==> src/rtl/fwd_bypass_unit_if.sv <==
// fwd_bypass_unit_if: decode/stage bundle for fwd_bypass_unit.
//   master drives decode, read-port and stage-result inputs and observes operands, hit, stall, scoreboard.
//   slave is the bypass unit itself.
//   With FWD_STATS_EN defined the bundle also carries the stall/forward statistics counters.
interface fwd_bypass_unit_if #(
  parameter int DATA_W = 32,
  parameter int REG_AW = 5,
  parameter int DEPTH = 3,
  parameter int NREAD = 2
);
  localparam int SW = $clog2(DEPTH + 1);
  logic id_valid_i;
  logic id_wen_i;
  logic [REG_AW-1:0] id_dst_i;
  logic [SW-1:0] id_rdy_i;
  logic [NREAD-1:0] rd_en_i;
  logic [NREAD*REG_AW-1:0] rd_addr_i;
  logic [NREAD*DATA_W-1:0] rf_data_i;
  logic [DEPTH*DATA_W-1:0] stage_data_i;
  logic hold_i;
  logic flush_i;
  logic [NREAD*DATA_W-1:0] fwd_data_o;
  logic [NREAD-1:0] fwd_hit_o;
  logic stall_o;
  logic [DEPTH-1:0] sb_valid_o;
`ifdef FWD_STATS_EN
  logic [15:0] stat_stall_cyc_o;
  logic [15:0] stat_fwd_cnt_o;
`endif
  modport master (
`ifdef FWD_STATS_EN
    input stat_stall_cyc_o, input stat_fwd_cnt_o,
`endif
    output id_valid_i, output id_wen_i, output id_dst_i, output id_rdy_i,
    output rd_en_i, output rd_addr_i, output rf_data_i, output stage_data_i,
    output hold_i, output flush_i,
    input fwd_data_o, input fwd_hit_o, input stall_o, input sb_valid_o
  );
  modport slave (
`ifdef FWD_STATS_EN
    output stat_stall_cyc_o, output stat_fwd_cnt_o,
`endif
    input id_valid_i, input id_wen_i, input id_dst_i, input id_rdy_i,
    input rd_en_i, input rd_addr_i, input rf_data_i, input stage_data_i,
    input hold_i, input flush_i,
    output fwd_data_o, output fwd_hit_o, output stall_o, output sb_valid_o
  );
endinterface

==> src/rtl/fwd_bypass_unit.sv <==
// fwd_bypass_unit: scoreboard-driven operand bypass and hazard stall for the pipelined MIPS core.
//   clk, reset (async, active-high); bus (fwd_bypass_unit_if.slave) carries decode insert, read ports,
//   register-file and stage result data in, forwarded operands, hit flags, stall and scoreboard valids out.
//   Optional statistics counters when FWD_STATS_EN is defined.
module fwd_bypass_unit #(
  parameter int DATA_W = 32,
  parameter int REG_AW = 5,
  parameter int DEPTH = 3,
  parameter int NREAD = 2
) (
  input logic clk,
  input logic reset,
  fwd_bypass_unit_if.slave bus
);
  localparam int SW = $clog2(DEPTH + 1);
  logic [DEPTH:1] v_q, v_d;
  logic [REG_AW-1:0] dst_q [1:DEPTH];
  logic [REG_AW-1:0] dst_d [1:DEPTH];
  logic [SW-1:0] rdy_q [1:DEPTH];
  logic [SW-1:0] rdy_d [1:DEPTH];
  logic [NREAD*DATA_W-1:0] fwd_data;
  logic [NREAD-1:0] fwd_hit, port_stall;
  logic [REG_AW-1:0] a;
  logic found, stall, ins;
  logic [SW-1:0] rdy_in;
  // Scan from youngest (k=1) outward; the first match decides, so an older ready copy never leaks through.
  always_comb begin
    fwd_data = bus.rf_data_i;
    fwd_hit = '0;
    port_stall = '0;
    found = 1'b0;
    a = '0;
    for (int i = 0; i < NREAD; i++) begin
      found = 1'b0;
      a = bus.rd_addr_i[i*REG_AW +: REG_AW];
      for (int k = 1; k <= DEPTH; k++) begin
        if (!found && bus.rd_en_i[i] && a != '0 && v_q[k] && dst_q[k] == a) begin
          found = 1'b1;
          if (SW'(k) >= rdy_q[k]) begin
            fwd_hit[i] = 1'b1;
            fwd_data[i*DATA_W +: DATA_W] = bus.stage_data_i[(k-1)*DATA_W +: DATA_W];
          end else begin
            port_stall[i] = 1'b1;
          end
        end
      end
    end
  end
  assign stall = |port_stall;
  assign ins = bus.id_valid_i & bus.id_wen_i & (bus.id_dst_i != '0);
  assign rdy_in = (bus.id_rdy_i == '0 || bus.id_rdy_i > SW'(DEPTH)) ? SW'(DEPTH) : bus.id_rdy_i;
  always_comb begin
    v_d = v_q;
    dst_d = dst_q;
    rdy_d = rdy_q;
    if (bus.hold_i) begin
      v_d[1] = v_q[1] & ~bus.flush_i;
    end else begin
      for (int k = 2; k <= DEPTH; k++) begin
        v_d[k] = v_q[k-1];
        dst_d[k] = dst_q[k-1];
        rdy_d[k] = rdy_q[k-1];
      end
      v_d[1] = ins & ~bus.flush_i & ~stall;
      dst_d[1] = bus.id_dst_i;
      rdy_d[1] = rdy_in;
    end
  end
  always_ff @(posedge clk or posedge reset) begin
    if (reset) begin
      v_q <= '0;
      dst_q <= '{default: '0};
      rdy_q <= '{default: '0};
    end else begin
      v_q <= v_d;
      dst_q <= dst_d;
      rdy_q <= rdy_d;
    end
  end
  assign bus.fwd_data_o = fwd_data;
  assign bus.fwd_hit_o = fwd_hit;
  assign bus.stall_o = stall;
  assign bus.sb_valid_o = v_q;
`ifdef FWD_STATS_EN
  logic [15:0] stall_cyc_q, fwd_cnt_q;
  logic [16:0] fwd_sum;
  always_comb begin
    fwd_sum = {1'b0, fwd_cnt_q};
    for (int i = 0; i < NREAD; i++) fwd_sum = fwd_sum + 17'(fwd_hit[i]);
  end
  always_ff @(posedge clk or posedge reset) begin
    if (reset) begin
      stall_cyc_q <= '0;
      fwd_cnt_q <= '0;
    end else if (!bus.hold_i) begin
      if (stall && stall_cyc_q != 16'hFFFF) stall_cyc_q <= stall_cyc_q + 16'd1;
      if (!stall) fwd_cnt_q <= fwd_sum[16] ? 16'hFFFF : fwd_sum[15:0];
    end
  end
  assign bus.stat_stall_cyc_o = stall_cyc_q;
  assign bus.stat_fwd_cnt_o = fwd_cnt_q;
`endif
endmodule

==> src/flat_wrapper.sv <==
// flat-port wrapper written by rule: the top's interface ports become plain ports
module fwd_bypass_unit_flat 
#(
  parameter int DATA_W = 32,
  parameter int REG_AW = 5,
  parameter int DEPTH = 3,
  parameter int NREAD = 2
)
  (clk, reset, bus_id_valid_i, bus_id_wen_i, bus_id_dst_i, bus_id_rdy_i, bus_rd_en_i, bus_rd_addr_i, bus_rf_data_i, bus_stage_data_i, bus_hold_i, bus_flush_i, bus_fwd_data_o, bus_fwd_hit_o, bus_stall_o, bus_sb_valid_o);
  fwd_bypass_unit_if #(.DATA_W(DATA_W), .REG_AW(REG_AW), .DEPTH(DEPTH), .NREAD(NREAD)) bus_i ();
  input logic clk;
  input logic reset;
  input wire logic [$bits(bus_i.id_valid_i)-1:0] bus_id_valid_i;
  input wire logic [$bits(bus_i.id_wen_i)-1:0] bus_id_wen_i;
  input wire logic [$bits(bus_i.id_dst_i)-1:0] bus_id_dst_i;
  input wire logic [$bits(bus_i.id_rdy_i)-1:0] bus_id_rdy_i;
  input wire logic [$bits(bus_i.rd_en_i)-1:0] bus_rd_en_i;
  input wire logic [$bits(bus_i.rd_addr_i)-1:0] bus_rd_addr_i;
  input wire logic [$bits(bus_i.rf_data_i)-1:0] bus_rf_data_i;
  input wire logic [$bits(bus_i.stage_data_i)-1:0] bus_stage_data_i;
  input wire logic [$bits(bus_i.hold_i)-1:0] bus_hold_i;
  input wire logic [$bits(bus_i.flush_i)-1:0] bus_flush_i;
  output wire logic [$bits(bus_i.fwd_data_o)-1:0] bus_fwd_data_o;
  output wire logic [$bits(bus_i.fwd_hit_o)-1:0] bus_fwd_hit_o;
  output wire logic [$bits(bus_i.stall_o)-1:0] bus_stall_o;
  output wire logic [$bits(bus_i.sb_valid_o)-1:0] bus_sb_valid_o;
  assign bus_i.id_valid_i = bus_id_valid_i;
  assign bus_i.id_wen_i = bus_id_wen_i;
  assign bus_i.id_dst_i = bus_id_dst_i;
  assign bus_i.id_rdy_i = bus_id_rdy_i;
  assign bus_i.rd_en_i = bus_rd_en_i;
  assign bus_i.rd_addr_i = bus_rd_addr_i;
  assign bus_i.rf_data_i = bus_rf_data_i;
  assign bus_i.stage_data_i = bus_stage_data_i;
  assign bus_i.hold_i = bus_hold_i;
  assign bus_i.flush_i = bus_flush_i;
  assign bus_fwd_data_o = bus_i.fwd_data_o;
  assign bus_fwd_hit_o = bus_i.fwd_hit_o;
  assign bus_stall_o = bus_i.stall_o;
  assign bus_sb_valid_o = bus_i.sb_valid_o;
  fwd_bypass_unit #(.DATA_W(DATA_W), .REG_AW(REG_AW), .DEPTH(DEPTH), .NREAD(NREAD)) u_core (.clk(clk), .reset(reset), .bus(bus_i));
endmodule
==> config.mk <==
export PLATFORM = sky130hd
export DESIGN_NAME = fwd_bypass_unit_flat
export DESIGN_NICKNAME = d
export VERILOG_FILES = /design/src/rtl/fwd_bypass_unit_if.sv /design/src/rtl/fwd_bypass_unit.sv /design/src/flat_wrapper.sv
export SDC_FILE = /design/constraint.sdc
export NUM_CORES = 1
export LEC_CHECK = 0
export BUFFER_PORTS_ARGS = -buffer_cell sky130_fd_sc_hd__buf_2
export CORE_MARGIN = 2
export CORE_UTILIZATION = 39
export DETAILED_ROUTE_END_ITERATION = 7
export PLACE_DENSITY_LB_ADDON = 0.08
export SYNTH_ARGS = -nofsm -noshare
export SYNTH_HDL_FRONTEND = slang
export SYNTH_SLANG_ARGS = --single-unit
==> constraint.sdc <==
create_clock -name clk -period 2.4 [get_ports clk]
set_clock_uncertainty 0.15 [all_clocks]
set_input_delay 0.48 -clock clk [delete_from_list [all_inputs] [get_ports clk]]
set_output_delay 0.48 -clock clk [all_outputs]
set_load 0.005 [all_outputs]
== Yosys cells after proc, flatten, opt, wreduce, memory -nomap -nowiden ==
Index checks and enable logic that the tools add are counted.
Word-level totals
  flip-flop bits (word level): 24
  bits of input ports: 185
Cells by class
  mux-type cells: 40
  equality and inequality tests: 6
  magnitude comparators: 4
  reduce and logical (&&, ||, !) cells: 32
  bitwise gates (word level): 7
Operators with widths (count)
  32-bit 2-to-1 mux: 12
  5-bit == test: 6
  1-bit 2-to-1 mux: 27
  1-bit logical AND: 22
  5-bit nonzero test: 3
  1-bit bitwise AND: 5
  2-bit >= comparator, first input constant: 2
  1-bit zero test: 4
  1-bit by 2-bit >= comparator with 1-bit output, first input constant: 1
  2-bit greater-than comparator, second input constant: 1
  2-bit zero test: 1
  2-bit 2-to-1 mux: 1
  1-bit NOT: 2
  2-bit OR reduction: 1
  1-bit logical OR: 1

== Longest topological paths before layout ==
  depth after elaboration: 21
  mapped depth: 8
  mapped depth without buffers: 6

== Least setup slack after synthesis ==
Ideal clock, no wire load.
  kind: input to output
  from: input port bus_rd_addr_i[0]
  to: output port bus_fwd_data_o[11]
  required time: 1770 ps
  path slack: -176 ps
  stages on the path: 8
  path buffers: 2
  arrival time: 1946 ps
  cells stage by stage: or4_4 -> o21ai_4 -> o21bai_4 -> nor3_4 -> buf_6 -> buf_8 -> a211oi_2 -> o21ai_1
Between the ends
  longest elaborated chain between the ends: 17
  elaborated cells between the ends (all ways): 24
  classes of those cells: eq/ne: 3; mux: 7; reduce/logical: 14
RTL lines
  start: declaration: line flat_wrapper.sv:18  | input wire logic [$bits(bus_i.rd_addr_i)-1:0] bus_rd_addr_i;
  5-bit nonzero test: line fwd_bypass_unit.sv:37  | if (!found && bus.rd_en_i[i] && a != '0 && v_q[k] && dst_q[k] == a) begin
  1-bit logical AND (3 in series): line fwd_bypass_unit.sv:37
  1-bit 2-to-1 mux: line fwd_bypass_unit.sv:37
  1-bit zero test: line fwd_bypass_unit.sv:37
  1-bit logical AND (4 in series): line fwd_bypass_unit.sv:37
  1-bit 2-to-1 mux: line fwd_bypass_unit.sv:37
  1-bit zero test: line fwd_bypass_unit.sv:37
  1-bit logical AND (4 in series): line fwd_bypass_unit.sv:37
  32-bit 2-to-1 mux *: line fwd_bypass_unit.sv:37
  end: declaration: line flat_wrapper.sv:23  | output wire logic [$bits(bus_i.fwd_data_o)-1:0] bus_fwd_data_o;
Every way passes the cells marked *; elsewhere a longest branch is shown, timed or not.

== Final worst setup path ==
  from: register u_core.dst_q[5] (netlist name)
  to: output port bus_fwd_data_o[44]
Between the ends
  longest elaborated chain between the ends: 9
  elaborated cells between the ends (all ways): 11
  classes of those cells: eq/ne: 1; mux: 4; reduce/logical: 6
RTL lines
  start: declaration: line fwd_bypass_unit.sv:17  | logic [REG_AW-1:0] dst_q [1:DEPTH];
  start signal: assignment: line fwd_bypass_unit.sv:76  | dst_q <= dst_d;
  5-bit == test *: line fwd_bypass_unit.sv:37
  1-bit logical AND *: line fwd_bypass_unit.sv:37
  1-bit 2-to-1 mux: line fwd_bypass_unit.sv:37
  1-bit zero test: line fwd_bypass_unit.sv:37
  1-bit logical AND (4 in series): line fwd_bypass_unit.sv:37
  32-bit 2-to-1 mux *: line fwd_bypass_unit.sv:37
Marks and branches as above.

==> flow_summary.ini <==
[detailed_routing]
drtIter0Drc = 173
routed_via_density = 5.467
routed_wl_um = 17030
drt-pass1-iter-count = 4
drc_errors = 0
wl_per_cell_um = 19.53
vias = 4767
ant_nets = 0

[final_layout]
fin_cells = 872
final_util_pct = 75.35
final_area_um2 = 6897
area_growth_pct = 88.64
multi_input_area_um2 = 3482
layout_commonest_cell = buf_2
ff_latch_area_um2 = 550.5
layout.nets = 947
n_antenna_cell = 0
fillers = 667
drive_above_1_share_pct = 74.64
layout_common_cells = buf_2, buf_4, nand2_1, o21ai_1

[cts]
clk_latency_ns = 0.26
numCtsBuffers = 3
cts.sink_count = 22
cts-htree-levels = 1
clockBufferDepth = 2
cts_tree = built
root_buffer = clkbuf_8
path_clk_slew_ns = 0.08

[global_routing]
grt_max_degree = 33
first_global_vias = 4800
grt_pass1_wl_um = 23550
antenna_found_initial = 0
gr-total-overflow = 0
grtUsageTotal_pct = 28.83

[floorplan]
die_h_um = 100.8
io_pins = 255
start_util_pct = 39.95
coreArea_um2 = 9153
die-area_um2 = 10160
die_x_um = 100.8
num_rows = 35

[critical_path]
crit_type = reg -> out
critical_path_arrival_ns = 2.52
critPathMaxFanout = 6
end_kind = primary output
cp.required_ns = 1.77
startpoint_type = flop
r2r_cells = 9

[placed_design]
numPortBuffers = 254
dpl_cell_area_um2 = 5614
place_congestion = 0.9179
dp_cells = 827
dpl.hpwl_um = 11700

[synthesis]
ys_ff_latch = 22
synth.distinct_cells = 49
synth_edf_count = 0
ys_warn_count = 0
synth_flop_cell = dfrtp_1
ys_seq_area_share_pct = 15.06
avgSynthCellArea_um2 = 8.623
syn_nets = 609
synth_area_um2 = 3656
syn_inst = 424
async_reset_ff_share_pct = 100.0

[sta]
rsz0062_at_grt = true
hold_viol = 0
fmax_mhz = 317.4
max-slew-margin-rel_pct = 44.67
finalCritPeriodShare_pct = 131.3
slew_viol_final = 0
post-route-min-period_ns = 3.151
worst-slew-pin-transition_ns = 0.8290
hold_slack_ns = 0.2221
fin_ws_ns = -0.7509
finalSetupViolCount = 67

[pwr]
p_per_area_nw_per_um2 = 242.3
p_leak_nw = 3.060
max-vdd-ir-drop_mv = 0.4145
power_w = 0.001671

[run]
maxCapViolCount = 0

[status]
run_status = complete, but fails checks
violations = setup timing

[min_path]
hold_path.class = in -> async
-- logic make-up after synthesis --
family,Yosys count,share of synthesized area [%]
buffers and inverters,35,7.529
multiplexers,64,18.79
XOR/XNOR,30,7.187
AND/OR/NAND/NOR,116,18.24
flip-flops,22,15.06
AO/OA/AOI/OAI,157,33.20
-- final timing paths --
path | start | to | slack [ns]
setup reg to reg | u_core.dst_q[5]$_DFFE_PP0N_ | u_core.bus.sb_valid_o[0]$_DFF_PP0_ | 0.17
hold / removal | reset | u_core.dst_q[10]$_DFFE_PP0N_ | 0.22
hold reg to reg | u_core.rdy_q[3]$_DFFE_PP0N_ | u_core.rdy_q[3]$_DFFE_PP0N_ | 0.36
setup / recovery | u_core.dst_q[5]$_DFFE_PP0N_ | bus_fwd_data_o[44] | -0.75
min in group clk | bus_flush_i | u_core.bus.sb_valid_o[0]$_DFF_PP0_ | 0.25
max in group asynchronous | reset | u_core.rdy_q[5]$_DFFE_PP0N_ | 1.36
-- Yosys cell counts (9+ instances only) --
library cell  number  area [µm²]
a21oi_2           20       175.2
a211oi_2          10       125.1
buf_6             12       135.1
mux2i_1           27       270.3
nor2_1            20       75.07
mux2_2            23       259.0
dfrtp_1           22       550.5
nand2_1           42       157.7
xnor2_1           22       192.7
o21ai_1           65       325.3
mux2_1            14       157.7
a21oi_1            9       45.04
o22ai_2           27       337.8
o21ai_0           11       55.05
nor2b_1           16       100.1
-- sequential cells by signal, summed over array words and instances (netlist names) --
name,flops
u_core.dst_q,15
u_core.rdy_q,4
u_core.bus.sb_valid_o,3
-- layout make-up --
| cell class | instances | share of cell area, % |
|---|---|---|
| repair buffers | 366 | 38.37 |
| well taps | 111 | 2.014 |
| clock buffers | 3 | 0.5987 |
| inverters | 2 | 0.1089 |
| multi-input cells | 367 | 50.49 |
| clock inverters | 1 | 0.4354 |
| flip-flops and latches | 22 | 7.983 |
-- power breakdown --
| part | switching [W] | internal (W) | leakage [nW] | total [W] |
|---|---|---|---|---|
| clock network | 0.000113 | 0.000222 | 0.0357 | 0.000336 |
| registers | 0.0000524 | 0.000417 | 0.259 | 0.000470 |
| logic | 0.000386 | 0.000480 | 2.77 | 0.000866 |
-- per-stage QoR --
step	setup TNS [ns]	setup WS (ns)
3_5_place_dp	-50.09	-0.9907
4_1_cts	-41.71	-0.6899
5_1_grt	-49.22	-0.8144
3_3_place_gp	-48.28	-0.9521
2_1_floorplan	-7.875	-0.1543
6_report	-45.06	-0.7509
-- layer usage --
metal	GRT usage, %	vias to the layer above	routed length [µm]
li1	-	2255	-
met1	34.50	2259	6638
met2	53.54	219	8829
met3	2.982	34	1190
met4	9.273	0	375
met5	0	-	0
-- timing repair --
| item | in CTS | in global routing |
|---|---|---|
| gates cloned | 5 | 8 |
| resized for setup | 85 | 77 |
| buffers inserted | 16 | 15 |
| pin swaps | 29 | 29 |
| setup endpoints to repair | 67 | 67 |
| hold buffers | 0 | 0 |
-- critical path, cell delays in order (launching register included) --
cell     delay, ns
dfrtp_1       0.44
buf_6         0.15
xor2_4        0.15
nor4_4        0.37
nand3_2       0.17
or3_4         0.46
buf_12        0.18
o21ai_2       0.11
o21ai_1       0.09
buf_2         0.13
(Power assumes the default switching activity.)
